File: config.mk
export PLATFORM = sky130hd
export DESIGN_NAME = mac
export DESIGN_NICKNAME = d
export VERILOG_FILES = /design/src/rtl/mac_pkg.sv /design/src/rtl/mac_fifo.sv /design/src/rtl/mac.sv
export SDC_FILE = /design/constraint.sdc
export NUM_CORES = 2
export LEC_CHECK = 0
export CAP_MARGIN = 5
export CELL_PAD_IN_SITES_DETAIL_PLACEMENT = 0
export CELL_PAD_IN_SITES_GLOBAL_PLACEMENT = 2
export CORE_ASPECT_RATIO = 1.1
export CORE_MARGIN = 5
export CORE_UTILIZATION = 40
export DETAILED_ROUTE_END_ITERATION = 8
export PLACE_DENSITY = 0.69
export SETUP_SLACK_MARGIN = 0.02
export SYNTH_ARGS = -nofsm -noshare
export SYNTH_HDL_FRONTEND = slang
export SYNTH_SLANG_ARGS = --single-unit
File: constraint.sdc
create_clock -name clk_i -period 32.3 [get_ports clk_i]
set_clock_uncertainty 0.1 [all_clocks]
set_input_delay 3.23 -clock clk_i [delete_from_list [all_inputs] [get_ports clk_i]]
set_output_delay 3.23 -clock clk_i [all_outputs]
set_load 0.02 [all_outputs]
File: src/rtl/mac_pkg.sv
// Shared definitions for the FP32 Horner polynomial evaluator: field constants, FSM states and
// truncating single-precision multiply/add helpers.
package mac_pkg;

  localparam int unsigned FpWidth   = 32;
  localparam int unsigned ExpWidth  = 8;
  localparam int unsigned FracWidth = 23;
  localparam logic [7:0]  ExpMax    = 8'hFF;
  localparam logic [31:0] FpQnan    = 32'h7FC0_0000;

  typedef enum logic [2:0] {
    StIdle,
    StLoadSig,
    StLoadCoef,
    StEval,
    StDone
  } mac_state_e;

  // Any NaN terminates a load stream.
  function automatic logic is_sentinel(input logic [31:0] w);
    return (w[30:23] == ExpMax) && (w[22:0] != '0);
  endfunction

  function automatic logic [31:0] fp_mul(input logic [31:0] a, input logic [31:0] b);
    logic              sgn;
    logic [47:0]       prod;
    logic [22:0]       frac;
    logic signed [9:0] e;
    sgn  = a[31] ^ b[31];
    prod = 48'({1'b1, a[22:0]}) * 48'({1'b1, b[22:0]});
    e    = $signed({2'b00, a[30:23]}) + $signed({2'b00, b[30:23]}) - 10'sd127;
    if (prod[47]) begin
      frac = prod[46:24];
      e    = e + 10'sd1;
    end else begin
      frac = prod[45:23];
    end
    if ((a[30:23] == ExpMax) || (b[30:23] == ExpMax)) begin
      if ((a[30:23] == 8'h00) || (b[30:23] == 8'h00)) return FpQnan;
      return {sgn, ExpMax, 23'd0};
    end
    if ((a[30:23] == 8'h00) || (b[30:23] == 8'h00)) return {sgn, 31'd0};
    if (e >= 10'sd255) return {sgn, ExpMax, 23'd0};
    if (e <= 10'sd0) return {sgn, 31'd0};
    return {sgn, e[7:0], frac};
  endfunction

  // Guard/round/sticky bits keep the truncated result exact for round-toward-zero.
  function automatic logic [31:0] fp_add(input logic [31:0] a, input logic [31:0] b);
    logic [31:0]       big;
    logic [31:0]       sml;
    logic [7:0]        diff;
    logic [4:0]        sh;
    logic [26:0]       mb;
    logic [26:0]       ms;
    logic [53:0]       wide;
    logic [27:0]       sum;
    logic [26:0]       norm;
    logic [4:0]        lz;
    logic signed [9:0] e;
    if ((a[30:23] == 8'h00) && (b[30:23] == 8'h00)) return {a[31] & b[31], 31'd0};
    if (a[30:23] == 8'h00) return b;
    if (b[30:23] == 8'h00) return a;
    if (a[30:23] == ExpMax) return ((b[30:23] == ExpMax) && (a[31] != b[31])) ? FpQnan : a;
    if (b[30:23] == ExpMax) return b;
    if (a[30:0] >= b[30:0]) begin
      big = a;
      sml = b;
    end else begin
      big = b;
      sml = a;
    end
    diff = big[30:23] - sml[30:23];
    sh   = (diff > 8'd31) ? 5'd31 : diff[4:0];
    mb   = {1'b1, big[22:0], 3'b000};
    wide = {1'b1, sml[22:0], 3'b000, 27'd0} >> sh;
    ms   = wide[53:27] | {26'd0, |wide[26:0]};
    e    = $signed({2'b00, big[30:23]});
    if (big[31] == sml[31]) begin
      sum = {1'b0, mb} + {1'b0, ms};
      if (sum[27]) begin
        norm = sum[27:1] | {26'd0, sum[0]};
        e    = e + 10'sd1;
      end else begin
        norm = sum[26:0];
      end
    end else begin
      sum = {1'b0, mb} - {1'b0, ms};
      if (sum == '0) return 32'h0;
      lz = '0;
      for (int i = 0; i < 27; i++) begin
        if (sum[i]) lz = 5'(26 - i);
      end
      norm = sum[26:0] << lz;
      e    = e - $signed({5'd0, lz});
    end
    if (e >= 10'sd255) return {big[31], ExpMax, 23'd0};
    if (e <= 10'sd0) return {big[31], 31'd0};
    return {big[31], e[7:0], norm[25:3]};
  endfunction

endpackage

File: src/rtl/mac_fifo.sv
// Single-clock store with count/full/empty and a read pointer that can either consume the head,
// step through entries without consuming them, or rewind to entry 0.
module mac_fifo #(
  parameter int unsigned DATA_WIDTH = 32,
  parameter int unsigned ADDR_LINES = 5
) (
  input  logic                  clk_i,
  input  logic                  rst_ni,
  input  logic                  push_i,
  input  logic [DATA_WIDTH-1:0] wdata_i,
  input  logic                  pop_i,
  input  logic                  step_i,
  input  logic                  rewind_i,
  output logic [DATA_WIDTH-1:0] rdata_o,
  output logic [ADDR_LINES-1:0] rd_idx_o,
  output logic [ADDR_LINES:0]   count_o,
  output logic                  full_o,
  output logic                  empty_o
);

  localparam int unsigned Depth = 2 ** ADDR_LINES;

  logic [DATA_WIDTH-1:0] mem_q [Depth];
  logic [ADDR_LINES-1:0] wr_ptr_q;
  logic [ADDR_LINES-1:0] rd_ptr_q, rd_ptr_d;
  logic [ADDR_LINES:0]   count_q, count_d;
  logic                  do_push;
  logic                  do_pop;

  assign full_o   = (count_q == (ADDR_LINES + 1)'(Depth));
  assign empty_o  = (count_q == '0);
  assign do_push  = push_i & ~full_o;
  assign do_pop   = pop_i & ~empty_o;
  assign rdata_o  = mem_q[rd_ptr_q];
  assign rd_idx_o = rd_ptr_q;
  assign count_o  = count_q;

  always_comb begin
    rd_ptr_d = rd_ptr_q;
    count_d  = count_q;
    if (rewind_i) begin
      rd_ptr_d = '0;
    end else if (do_pop || step_i) begin
      rd_ptr_d = rd_ptr_q + 1'b1;
    end
    if (do_push && !do_pop) begin
      count_d = count_q + 1'b1;
    end else if (!do_push && do_pop) begin
      count_d = count_q - 1'b1;
    end
  end

  always_ff @(posedge clk_i or negedge rst_ni) begin
    if (!rst_ni) begin
      wr_ptr_q <= '0;
      rd_ptr_q <= '0;
      count_q  <= '0;
    end else begin
      rd_ptr_q <= rd_ptr_d;
      count_q  <= count_d;
      if (do_push) wr_ptr_q <= wr_ptr_q + 1'b1;
    end
  end

  // Storage carries no reset; only entries below count are ever read.
  always_ff @(posedge clk_i) begin
    if (do_push) mem_q[wr_ptr_q] <= wdata_i;
  end

endmodule

File: src/rtl/mac.sv
// FP32 polynomial evaluator: loads NaN-terminated x and coefficient streams, then evaluates
// P(x) by Horner's rule, one multiply-add per cycle, for every buffered x.
module mac
  import mac_pkg::*;
#(
  parameter int unsigned DATA_WIDTH = 32,
  parameter int unsigned ADDR_LINES = 5
) (
  input  logic                  clk_i,
  input  logic                  rstn_i,
  input  logic [DATA_WIDTH-1:0] signal_fifo,
  input  logic [DATA_WIDTH-1:0] coeff_fifo,
  output logic                  full_mul,
  output logic                  empty_mul,
  output logic                  full_adder,
  output logic                  empty_adder,
  output logic [DATA_WIDTH-1:0] result
);

  mac_state_e state_q, state_d;
  logic [DATA_WIDTH-1:0] acc_q, acc_d;
  logic [DATA_WIDTH-1:0] result_q, result_d;

  logic                  sig_push, sig_pop;
  logic                  coef_push, coef_step, coef_rewind;
  logic [DATA_WIDTH-1:0] sig_rdata, coef_rdata;
  logic [ADDR_LINES-1:0] coef_idx;
  logic [ADDR_LINES:0]   sig_count, coef_count;
  logic                  coef_first, coef_last;
  logic [DATA_WIDTH-1:0] horner;

  mac_fifo #(
    .DATA_WIDTH(DATA_WIDTH),
    .ADDR_LINES(ADDR_LINES)
  ) u_sig_fifo (
    .clk_i   (clk_i),
    .rst_ni  (rstn_i),
    .push_i  (sig_push),
    .wdata_i (signal_fifo),
    .pop_i   (sig_pop),
    .step_i  (1'b0),
    .rewind_i(1'b0),
    .rdata_o (sig_rdata),
    .rd_idx_o(),
    .count_o (sig_count),
    .full_o  (full_mul),
    .empty_o (empty_mul)
  );

  mac_fifo #(
    .DATA_WIDTH(DATA_WIDTH),
    .ADDR_LINES(ADDR_LINES)
  ) u_coef_store (
    .clk_i   (clk_i),
    .rst_ni  (rstn_i),
    .push_i  (coef_push),
    .wdata_i (coeff_fifo),
    .pop_i   (1'b0),
    .step_i  (coef_step),
    .rewind_i(coef_rewind),
    .rdata_o (coef_rdata),
    .rd_idx_o(coef_idx),
    .count_o (coef_count),
    .full_o  (full_adder),
    .empty_o (empty_adder)
  );

  assign coef_first = (coef_idx == '0);
  assign coef_last  = ({1'b0, coef_idx} == (coef_count - 1'b1));
  assign horner     = coef_first ? coef_rdata : fp_add(fp_mul(acc_q, sig_rdata), coef_rdata);
  assign result     = result_q;

  always_comb begin
    state_d     = state_q;
    acc_d       = acc_q;
    result_d    = result_q;
    sig_push    = 1'b0;
    sig_pop     = 1'b0;
    coef_push   = 1'b0;
    coef_step   = 1'b0;
    coef_rewind = 1'b0;
    unique case (state_q)
      StIdle: state_d = StLoadSig;
      StLoadSig: begin
        if (is_sentinel(signal_fifo)) state_d = StLoadCoef;
        else sig_push = 1'b1;
      end
      StLoadCoef: begin
        if (is_sentinel(coeff_fifo)) begin
          state_d = (empty_mul || empty_adder) ? StDone : StEval;
        end else begin
          coef_push = 1'b1;
        end
      end
      StEval: begin
        acc_d = horner;
        if (coef_last) begin
          // Finish this x: publish, consume it, and restart the coefficient walk.
          result_d    = horner;
          sig_pop     = 1'b1;
          coef_rewind = 1'b1;
          if (sig_count == (ADDR_LINES + 1)'(1)) state_d = StDone;
        end else begin
          coef_step = 1'b1;
        end
      end
      StDone: state_d = StDone;
      default: state_d = StIdle;
    endcase
  end

  always_ff @(posedge clk_i or negedge rstn_i) begin
    if (!rstn_i) begin
      state_q  <= StIdle;
      acc_q    <= '0;
      result_q <= '0;
    end else begin
      state_q  <= state_d;
      acc_q    <= acc_d;
      result_q <= result_d;
    end
  end

endmodule

==> results.md <==
- Status: complete, no violations
- Reg area: 0.06401 mm²
- Post-synth EDFFs: 2048
- R2r startpoint: u_sig_fifo.rd_idx_o[0]$_DFFE_PN0P_
- First-pass DRT Iterations: 8
- Post-CTS Hold Buffers: 0
- IO Port Bufs: roughly 100
- Post-Syn Instances: 7822
- Synth cell types: 122
- First-pass GRT wire length: 529.2 mm
- RD Place Congestion: 0.9134
- CP Capture Type: flop
- Synth top cells by count: edfxtp_1, nand2_1, inv_1
- Worst Hold Depth: 2
- Maximum root-to-sink buffer count: 4
- Overall Global Routing Usage: between 20% and 30%
- Synthesis Warnings: 0
- Max Used Layer: met5
- Routed wire per std cell: 30.97 µm
- Placement Setup Slack: 3.506 ns
- Core area: 0.2834 mm²
- Post-synth top area share: a little over half
- Synth Register Bits: 2147
- Ys async rst share: about 4.6%
- Final Slew Violations: 0
- Max-Cap Viols: 0
- Clock slew at reported path FFs: approximately 0.06 ns
- H-tree depth: 4
- Fin crit period: 29.15 ns
- Initial antenna violation count: 13
- Dpl hpwl: 238.9 mm
- Reg2Reg Depth: 87
- Largest net degree at the start of global routing: ~120
- Clock latency at the later pin of the worst-skew pair: 0.92 ns
- DR WL met2: between 150 and 200 mm
- Nature of the critical path startpoint: flop
- Mapped cell area: 0.1138 mm²
- M1 WL: between 150 and 200 mm
- Sequential fraction of the synthesis area: 56.20%
- Die Y: 569.5 µm
- Met3 Wirelength: 21.65 mm
- Worst slew margin: 16.24%
- Die width: a little over 500 µm
- Sink Count: 2147
- Count leader, synth: edfxtp_1
- Vias in the first global route: 71721
- IO Count: 102
- Dpl cell area: 0.1202 mm²
- Max stage delay on crit path: 0.82 ns
- CP Max Fanout: 44
- Core Rows: 205
- P&R area growth vs syn: 11.65%
- Fmax: 34.30 MHz
- Layout cell share with drive strength beyond 1: 16.87%
- Nets@finish: a little under 9000
- Leading area contributor after synthesis: edfxtp_1
- Starting density of the core: between 40 and 50%
- Die area: 0.2954 mm²
- CP delay by family, top: compound AO/OA/AOI/OAI gates
- Multi-input logic area: 0.04598 mm²
- Worst Path Buf+Inv: 14
- Most used DFF post-synth: edfxtp_1
- Endpoint, Worst Hold: acc_q[31]$_DFFE_PN0P_
- Crit path top cell by count: inv_1
- RR Endpoint: result[4]$_DFFE_PN0P_
- Setup bufs post-CTS: 0
- Net Count, Synth: just under 9000
- Worst setup margin: 3.146 ns
- Cts bufs inserted: 214
- Total negative setup slack: 0 ns
- Min-delay worst type: flop to flop
- Clk root buf: clkbuf_16
- CTS tree: yes
- Design Area, Final: ~0.13 mm²
- Vias per cell: 5.898
- Initial DRC count: ~6900
- Critical path arrival: 29.76 ns
- Slowest cell on the critical path: nor3_2
- Period utilization: between 90% and 100%
- RSZ-0062 raised after global routing: false
- Hold Crit Start: acc_q[31]$_DFFE_PN0P_
- Worst-Margin Slew: 1.243 ns
- Type of the worst setup path: flop to flop
- Register-to-register setup slack: 3.15 ns
- Drt total wl: 367.5 mm
- # fillers: 24964
- Req. time, crit path: approximately 33 ns
- Final-report setup violation count: 0
- Resized Gates After CTS: 0
- Drt drc: 0
- Area contributors post-synth: edfxtp_1, mux4_2, fa_1, ha_1, nand2_1
- Post-route ant nets: 0
- Final Hold Vio Count: 0
- Via count: 69981
- Syn_area_per_cell: 14.55 µm²
- Total gr overflow: 0
## placed cells by master, fill, tap and decap left out, types with 64 or more instances in the layout
master	synthesis	final
ha_1	293	293
dfrtp_1	99	88
nand2_1	765	762
nor2b_1	82	82
and2_1	84	83
mux4_2	597	597
o21ai_0	221	221
buf_4	9	227
fa_1	484	484
inv_1	735	735
edfxtp_1	2048	2048
nor2_4	1	65
clkbuf_16	0	215
a21oi_1	203	203
clkdlybuf4s50_1	0	100
nor3_1	100	99
nand3_1	83	83
xnor2_1	86	84
nor2_1	374	306
nand4_1	64	64
mux2i_1	146	137
## stage by stage
stage	instances	util, %	hold WS (ns)
CTS	11860	44.84	0.4149
floorplan	7822	-	0.3683
global route	11861	44.84	0.4303
detailed placement	11473	42.43	0.4022
finish	11865	44.84	0.4087
global placement	11473	42.42	0.3856
## registers in the layout (all words and copies together) (netlist names), 5 cells and up
register,count
u_coef_store.mem_q,1024
acc_q,32
result,32
u_coef_store.count_o,6
u_sig_fifo.mem_q,1024
u_sig_fifo.rd_idx_o,5
u_sig_fifo.wr_ptr_q,5
u_sig_fifo.count_o,6
u_coef_store.wr_ptr_q,5
u_coef_store.rd_idx_o,5
## how the worst max path moves through the flow
stage                                  startpoint                     to  slack, ns  cells past startpoint
5_1_grt        u_sig_fifo.rd_idx_o[0]$_DFFE_PN0P_  result[4]$_DFFE_PN0P_       1.11                     84
3_5_place_dp   u_sig_fifo.rd_idx_o[0]$_DFFE_PN0P_  result[4]$_DFFE_PN0P_       3.51                     84
6_report       u_sig_fifo.rd_idx_o[0]$_DFFE_PN0P_  result[4]$_DFFE_PN0P_       3.15                     87
3_3_place_gp   u_sig_fifo.rd_idx_o[0]$_DFFE_PN0P_  acc_q[20]$_DFFE_PN0P_       3.79                     84
4_1_cts        u_sig_fifo.rd_idx_o[0]$_DFFE_PN0P_  result[4]$_DFFE_PN0P_       3.44                     86
2_1_floorplan  u_sig_fifo.rd_idx_o[0]$_DFFE_PN0P_  acc_q[16]$_DFFE_PN0P_       9.24                     92
## metal layers
metal,global-route usage (%),vias to the layer above
li1,-,29521
met1,34.30,37383
met2,41.21,2580
met3,2.775,495
met4,6.549,2
met5,0,-
## final cells by class
| type | count | area share [%] |
|---|---|---|
| clock inverter | 132 | 0.9933 |
| antenna | 5 | 0.009844 |
| tap | 3726 | 3.668 |
| clock buffer | 255 | 4.390 |
| timing repair buffer | 332 | 2.200 |
| multi-input combinational | 4522 | 36.17 |
| sequential | 2147 | 50.36 |
| inverter | 746 | 2.203 |
## cell families (layout without fill, tap and decap cells)
logic type               after synthesis  count (layout)  share of synthesized area, %
buffers and inverters               1153            1465                         3.924
other                                  0               5                             0
AO/OA/AOI/OAI                       1059            1059                         6.411
multiplexers                         784             784                         13.51
XOR/XNOR                             120             120                        0.9430
AND/OR/NAND/NOR                     1782            1782                         7.281
flip-flops                          2147            2147                         56.20
adder cells (fa/ha/maj)              777             777                         11.73
## worst min-delay path: cells and delay by family (launching register included)
family           cells  cell delay, ns
flip-flops           1            0.35
AO/OA/AOI/OAI        1            0.07
AND/OR/NAND/NOR      1            0.05
Power is not shown: default switching activity piles up to over one toggle a cycle in this logic, so the estimate is an artifact.
